===== src/rtl/pipelined_lookahead_adder_if.sv =====
// rtl/pipelined_lookahead_adder_if.sv - operand/result handshake bundle for the pipelined lookahead adder
interface pipelined_lookahead_adder_if #(
    parameter int WIDTH = 8
);
    logic             in_valid;
    logic             in_ready;
    logic [WIDTH-1:0] a;
    logic [WIDTH-1:0] b;
    logic             ci;
    logic             sub;
    logic             out_valid;
    logic             out_ready;
    logic [WIDTH-1:0] sum;
    logic             co;
    logic             ovf;

    modport master (
        output in_valid, a, b, ci, sub, out_ready,
        input  in_ready, out_valid, sum, co, ovf
    );

    modport slave (
        input  in_valid, a, b, ci, sub, out_ready,
        output in_ready, out_valid, sum, co, ovf
    );
endinterface


===== src/rtl/pipelined_lookahead_adder.sv =====
// rtl/pipelined_lookahead_adder.sv - pipelined carry-lookahead adder/subtractor, one stage per GROUP-bit slice
module pipelined_lookahead_adder #(
    parameter int WIDTH = 8,
    parameter int GROUP = 2
) (
    input  logic                      clk,
    input  logic                      rst,
    pipelined_lookahead_adder_if.slave bus
);
    localparam int STAGES = WIDTH / GROUP;

    logic              advance;
    logic [WIDTH-1:0]  b_eff;
    logic              cin0;
    logic [STAGES-1:0] valid_q;
    logic [STAGES-1:0] carry_q;
    logic              last_cin;
    logic [WIDTH-1:0]  sum_w;

    // Whole pipeline moves as one; a stall freezes every register.
    assign advance      = !valid_q[STAGES-1] || bus.out_ready;
    assign bus.in_ready = advance;
    assign b_eff        = bus.sub ? ~bus.b : bus.b;
    assign cin0         = bus.sub | bus.ci;

    for (genvar k = 0; k < STAGES; k++) begin : g_stage
        logic [GROUP-1:0] a_k;
        logic [GROUP-1:0] b_k;
        logic [GROUP-1:0] g;
        logic [GROUP-1:0] p;
        logic [GROUP:0]   cc;
        logic             cin_k;
        logic             vin_k;
        logic             v_q;
        logic             c_q;
        logic [GROUP-1:0] sum_q;

        if (k == 0) begin : g_head
            assign a_k   = bus.a[GROUP-1:0];
            assign b_k   = b_eff[GROUP-1:0];
            assign cin_k = cin0;
            assign vin_k = bus.in_valid;
        end else begin : g_skew
            // Operand slice k waits k cycles so it meets its carry from stage k-1.
            logic [GROUP-1:0] a_sk [k];
            logic [GROUP-1:0] b_sk [k];
            always_ff @(posedge clk or posedge rst) begin
                if (rst) begin
                    for (int i = 0; i < k; i++) begin
                        a_sk[i] <= '0;
                        b_sk[i] <= '0;
                    end
                end else if (advance) begin
                    a_sk[0] <= bus.a[k*GROUP +: GROUP];
                    b_sk[0] <= b_eff[k*GROUP +: GROUP];
                    for (int i = 1; i < k; i++) begin
                        a_sk[i] <= a_sk[i-1];
                        b_sk[i] <= b_sk[i-1];
                    end
                end
            end
            assign a_k   = a_sk[k-1];
            assign b_k   = b_sk[k-1];
            assign cin_k = carry_q[k-1];
            assign vin_k = valid_q[k-1];
        end

        assign g = a_k & b_k;
        assign p = a_k ^ b_k;

        // Each carry is a flat sum of generate/propagate products, no ripple.
        always_comb begin
            logic term;
            term = 1'b0;
            cc   = '0;
            for (int i = 0; i <= GROUP; i++) begin
                term = cin_k;
                for (int j = 0; j < i; j++) term = term & p[j];
                cc[i] = term;
                for (int j = 0; j < i; j++) begin
                    term = g[j];
                    for (int m = j + 1; m < i; m++) term = term & p[m];
                    cc[i] = cc[i] | term;
                end
            end
        end

        always_ff @(posedge clk or posedge rst) begin
            if (rst) begin
                v_q   <= 1'b0;
                c_q   <= 1'b0;
                sum_q <= '0;
            end else if (advance) begin
                v_q   <= vin_k;
                c_q   <= cc[GROUP];
                sum_q <= p ^ cc[GROUP-1:0];
            end
        end

        assign valid_q[k] = v_q;
        assign carry_q[k] = c_q;

        if (k == STAGES - 1) begin : g_tail
            logic msb_cin_q;
            always_ff @(posedge clk or posedge rst) begin
                if (rst) begin
                    msb_cin_q <= 1'b0;
                end else if (advance) begin
                    msb_cin_q <= cc[GROUP-1];
                end
            end
            assign last_cin                  = msb_cin_q;
            assign sum_w[k*GROUP +: GROUP]   = sum_q;
        end else begin : g_deskew
            // Early slices wait for the final slice so the sum leaves as one word.
            localparam int DEPTH = STAGES - 1 - k;
            logic [GROUP-1:0] d_q [DEPTH];
            always_ff @(posedge clk or posedge rst) begin
                if (rst) begin
                    for (int i = 0; i < DEPTH; i++) d_q[i] <= '0;
                end else if (advance) begin
                    d_q[0] <= sum_q;
                    for (int i = 1; i < DEPTH; i++) d_q[i] <= d_q[i-1];
                end
            end
            assign sum_w[k*GROUP +: GROUP] = d_q[DEPTH-1];
        end
    end

    assign bus.out_valid = valid_q[STAGES-1];
    assign bus.sum       = sum_w;
    assign bus.co        = carry_q[STAGES-1];
    assign bus.ovf       = carry_q[STAGES-1] ^ last_cin;
endmodule


===== src/flat_wrapper.sv =====
// flat-port wrapper written by rule: the top's interface ports become plain ports
module pipelined_lookahead_adder_flat 
#(
    parameter int WIDTH = 8,
    parameter int GROUP = 2
)
  (clk, rst, bus_in_valid, bus_a, bus_b, bus_ci, bus_sub, bus_out_ready, bus_in_ready, bus_out_valid, bus_sum, bus_co, bus_ovf);
  pipelined_lookahead_adder_if #(.WIDTH(WIDTH)) bus_i ();
  input  logic clk;
  input  logic rst;
  input wire logic [$bits(bus_i.in_valid)-1:0] bus_in_valid;
  input wire logic [$bits(bus_i.a)-1:0] bus_a;
  input wire logic [$bits(bus_i.b)-1:0] bus_b;
  input wire logic [$bits(bus_i.ci)-1:0] bus_ci;
  input wire logic [$bits(bus_i.sub)-1:0] bus_sub;
  input wire logic [$bits(bus_i.out_ready)-1:0] bus_out_ready;
  output wire logic [$bits(bus_i.in_ready)-1:0] bus_in_ready;
  output wire logic [$bits(bus_i.out_valid)-1:0] bus_out_valid;
  output wire logic [$bits(bus_i.sum)-1:0] bus_sum;
  output wire logic [$bits(bus_i.co)-1:0] bus_co;
  output wire logic [$bits(bus_i.ovf)-1:0] bus_ovf;
  assign bus_i.in_valid = bus_in_valid;
  assign bus_i.a = bus_a;
  assign bus_i.b = bus_b;
  assign bus_i.ci = bus_ci;
  assign bus_i.sub = bus_sub;
  assign bus_i.out_ready = bus_out_ready;
  assign bus_in_ready = bus_i.in_ready;
  assign bus_out_valid = bus_i.out_valid;
  assign bus_sum = bus_i.sum;
  assign bus_co = bus_i.co;
  assign bus_ovf = bus_i.ovf;
  pipelined_lookahead_adder #(.WIDTH(WIDTH), .GROUP(GROUP)) u_core (.clk(clk), .rst(rst), .bus(bus_i));
endmodule

===== config.mk =====
export PLATFORM = sky130hd
export DESIGN_NAME = pipelined_lookahead_adder_flat
export DESIGN_NICKNAME = d
export VERILOG_FILES = /design/src/rtl/pipelined_lookahead_adder_if.sv /design/src/rtl/pipelined_lookahead_adder.sv /design/src/flat_wrapper.sv
export SDC_FILE = /design/constraint.sdc
export NUM_CORES = 1
export LEC_CHECK = 0
export ABC_AREA = 0
export BUFFER_PORTS_ARGS = -buffer_cell sky130_fd_sc_hd__buf_2
export CAP_MARGIN = 25
export CELL_PAD_IN_SITES_DETAIL_PLACEMENT = 1
export CELL_PAD_IN_SITES_GLOBAL_PLACEMENT = 2
export CORE_ASPECT_RATIO = 0.75
export CORE_MARGIN = 3
export CORE_UTILIZATION = 43
export CTS_CLUSTER_SIZE = 12
export DETAILED_ROUTE_END_ITERATION = 12
export PLACE_DENSITY_LB_ADDON = 0.1
export SYNTH_ARGS = -nofsm -noshare
export SYNTH_HDL_FRONTEND = slang
export SYNTH_SLANG_ARGS = --single-unit

===== constraint.sdc =====
create_clock -name clk -period 4.5 [get_ports clk]
set_input_delay 0.45 -clock clk [delete_from_list [all_inputs] [get_ports clk]]
set_output_delay 0.45 -clock clk [all_outputs]
set_load 0.03 [all_outputs]

==> flow_summary.yaml <==
finish:
  drive_above_1_share: 0.475
  diodes: 0
  stdcell_area_mm2: 0.00282
  area_growth_pct: 13.4
  fin_nets: 235
  fin_cells: 273
synthesis:
  synth_cells: 165
  yosys-mux-area-fraction: 0.233
  synth_adder_area_share: 0.0927
  ys_types: 20
  synthXorXnorAreaFrac: 0.0458
  avgSynthCellArea_um2: 15.1
  synth_compound_area_frac: 0.0202
  synth_seq_cells: 53
  syn_area_mm2: 0.00248
  syn_nets: 203
  ys_warn_count: 0
  synth.yosys.seq_area_share: 0.534
  synth_top_family_by_area: "multiplexers"
  synth_simple_gate_area_frac: 0.0237
clock_tree:
  cts_setup_buffers: 0
  ctsResizeCount: 0
  cts_root_buffer: "clkbuf_8"
  cts_tree: "yes"
  numCtsBuffers: 5
  hold_buffers: 0
  worst_skew_pair.late_latency_ns: 0.31
  clkSinkCount: 53
  clock_path_buffers: 2
  clk_pin_slew_ns: 0.10
  cts_max_level: 2
detailed_routing:
  drc: 0
  drt_first_iter_violations: 39
  totalWireLength_um: 4370
  dr.pass1.iters: 2
  viasPerCell: 4.92
  vias: 1343
  detail_route.wl_per_cell_um: 16.0
  antenna_left: 0
floorplan:
  die_h_um: 71.8
  start_util: 0.454
  die_area_mm2: 0.00673
  rows: 23
  ios: 34
  core_area_mm2: 0.00547
  die_w_um: 93.8
timing:
  post-route-min-period_ns: 2.19
  hold_viol_final: 0
  drv_slew: 0
  fin_worst_skew_ns: 0.0132
  setup_ws_ns: 2.31
  rsz0062_at_grt: "no"
  tightest_slew_ns: 0.412
  slew_headroom: 0.726
  period_share: 0.486
  setup_viol: 0
  fin_setup_tns_ns: 0
  fmaxAchievable_ghz: 0.457
power:
  irDropWorstVdd_v: 0.000227
  pwr_density_cell_mw_per_mm2: 704
  leakage_uw: 0.00131
critical_path:
  cp-startpoint: "u_core.bus.out_valid$_DFFE_PP0P_"
  critPathArrivalTime_ns: 1.74
  r2r_slack_ns: 2.84
  worstSetupEndpoint: "bus_in_ready"
  r2r_start: "u_core.bus.out_valid$_DFFE_PP0P_"
  end_kind: "output port"
  critPathMaxFanout: 28
  crit_path_start_kind: "flop"
  worst_r2r_path_depth: 4
  crit_type: "reg2out"
  r2r_end: "u_core.g_stage[3].g_skew.a_sk[5]$_DFFE_PP0P_"
  cp.required_ns: 4.05
run:
  drv_cap: 0
place:
  dp.cells: 265
  pre_cts_ws_ns: 2.51
  port_buffers: 33
  routabilityCongestion: 0.752
  post-dp-hpwl_um: 3100
  place_area_mm2: 0.00268
global_routing:
  grt_max_degree: 39
  grt_pass1_wl_um: 7740
  grt_pass1_vias: 1517
  grt_use_total: 0.149
  overflow: 0
  antenna_found_initial: 0
worst_hold_path:
  holdCritPathClass: "in2async"
status:
  status: "finished, final reports clean"
cell families after synthesis:
group | count (synthesis)
multiplexers | 47
buffers and inverters | 19
AND/OR/NAND/NOR | 8
flip-flops | 53
adder cells (fa/ha/maj) | 16
XOR/XNOR | 13
AO/OA/AOI/OAI | 9
critical path, cell delays in order (launching register included):
cell	delay, ns
dfrtp_1	0.44
nor2b_2	0.17
buf_4	0.25
inv_6	0.29
buf_2	0.26
synth_stat cells:
cell       n  area share
nand2b_1   1      0.0025
buf_4      6       0.018
buf_8      1      0.0060
xor2_1    12       0.042
xnor2_1    1      0.0035
o21ai_0    4      0.0081
nor2b_2    1      0.0035
fa_1       4       0.032
dfrtp_1   53        0.53
a21oi_1    1      0.0020
a31oi_1    4       0.010
ha_1      12       0.060
inv_6      1      0.0035
mux2_2    34        0.15
nor3b_1    5       0.015
inv_1      8       0.012
or2_2      1      0.0025
buf_6      2      0.0091
mux2_4    13       0.079
buf_2      1      0.0020
power breakdown:
group	internal, µW	switching (µW)
Sequential	692	144
Combinational	403	367
Clock	221	156
Total	1320	668
routing by layer:
| metal | global-route usage | vias up | share of wire |
|---|---|---|---|
| li1 | - | 619 | - |
| met3 | 0.0388 | 4 | 0.044 |
| met4 | 0.0385 | 0 | 0.0082 |
| met5 | 0 | - | 0 |
| met2 | 0.238 | 28 | 0.47 |
| met1 | 0.205 | 692 | 0.48 |
cell type report:
cell class	instances	area [µm²]
tap	75	93.8
fill	557	2650
sequential	53	1330
inverter	9	38.8
clock buffer	5	68.8
multi-input combinational	93	1030
clock inverter	3	65.1
timing repair buffer	35	193
how the worst min path moves through the flow:
stage,to,slack (ns),cells past startpoint,from
after detailed placement,u_core.g_stage[2].g_deskew.d_q[0]$_DFFE_PP0P_,0.45,2,rst
final,u_core.g_stage[2].g_deskew.d_q[0]$_DFFE_PP0P_,0.1,2,rst
after global routing,u_core.g_stage[2].g_deskew.d_q[0]$_DFFE_PP0P_,0.12,2,rst
after global placement,u_core.bus.out_valid$_DFFE_PP0P_,0.46,1,u_core.g_stage[2].v_q$_DFFE_PP0P_
after floorplan,u_core.bus.out_valid$_DFFE_PP0P_,0.43,1,u_core.g_stage[2].v_q$_DFFE_PP0P_
after CTS,u_core.g_stage[2].g_deskew.d_q[0]$_DFFE_PP0P_,0.11,2,rst
registers in the layout, summed over array words and instances, names as in the netlist:
register                         count
u_core.g_stage.sum_q                 8
u_core.bus.sum                       4
u_core.g_stage.b_k                   6
u_core.g_stage.a_k                   6
u_core.g_stage.v_q                   3
u_core.g_stage.c_q                   3
u_core.bus.out_valid                 1
u_core.g_stage.g_tail.msb_cin_q      1
u_core.bus.co                        1
u_core.g_stage.g_skew.a_sk           6
u_core.g_stage.g_deskew.d_q          8
u_core.g_stage.g_skew.b_sk           6
cell usage in the layout (no fill, tap or decap):
cell type   n
inv_6       1
mux2_4     13
xor2_1     12
inv_1       7
buf_4       1
mux2_2     34
nor3b_1     5
clkinv_2    1
bufinv_16   2
or2_2       1
nand2b_1    1
xnor2_1     1
nor2b_2     1
buf_12      1
buf_2      33
a31oi_1     4
fa_1        4
o21ai_0     4
ha_1       12
dfrtp_1    53
clkbuf_8    5
a21oi_1     1
inv_2       1
stage by stage:
stage / util / total power [µW] / hold WS (ns)
finish: 0.515 / 1980 / 0.0958
detailed placement: 0.491 / 1630 / 0.451
global route: 0.515 / 2130 / 0.121
CTS: 0.515 / 2020 / 0.110
floorplan: - / 1460 / 0.428
global placement: 0.487 / 1590 / 0.461
(Power assumes the default switching activity.)
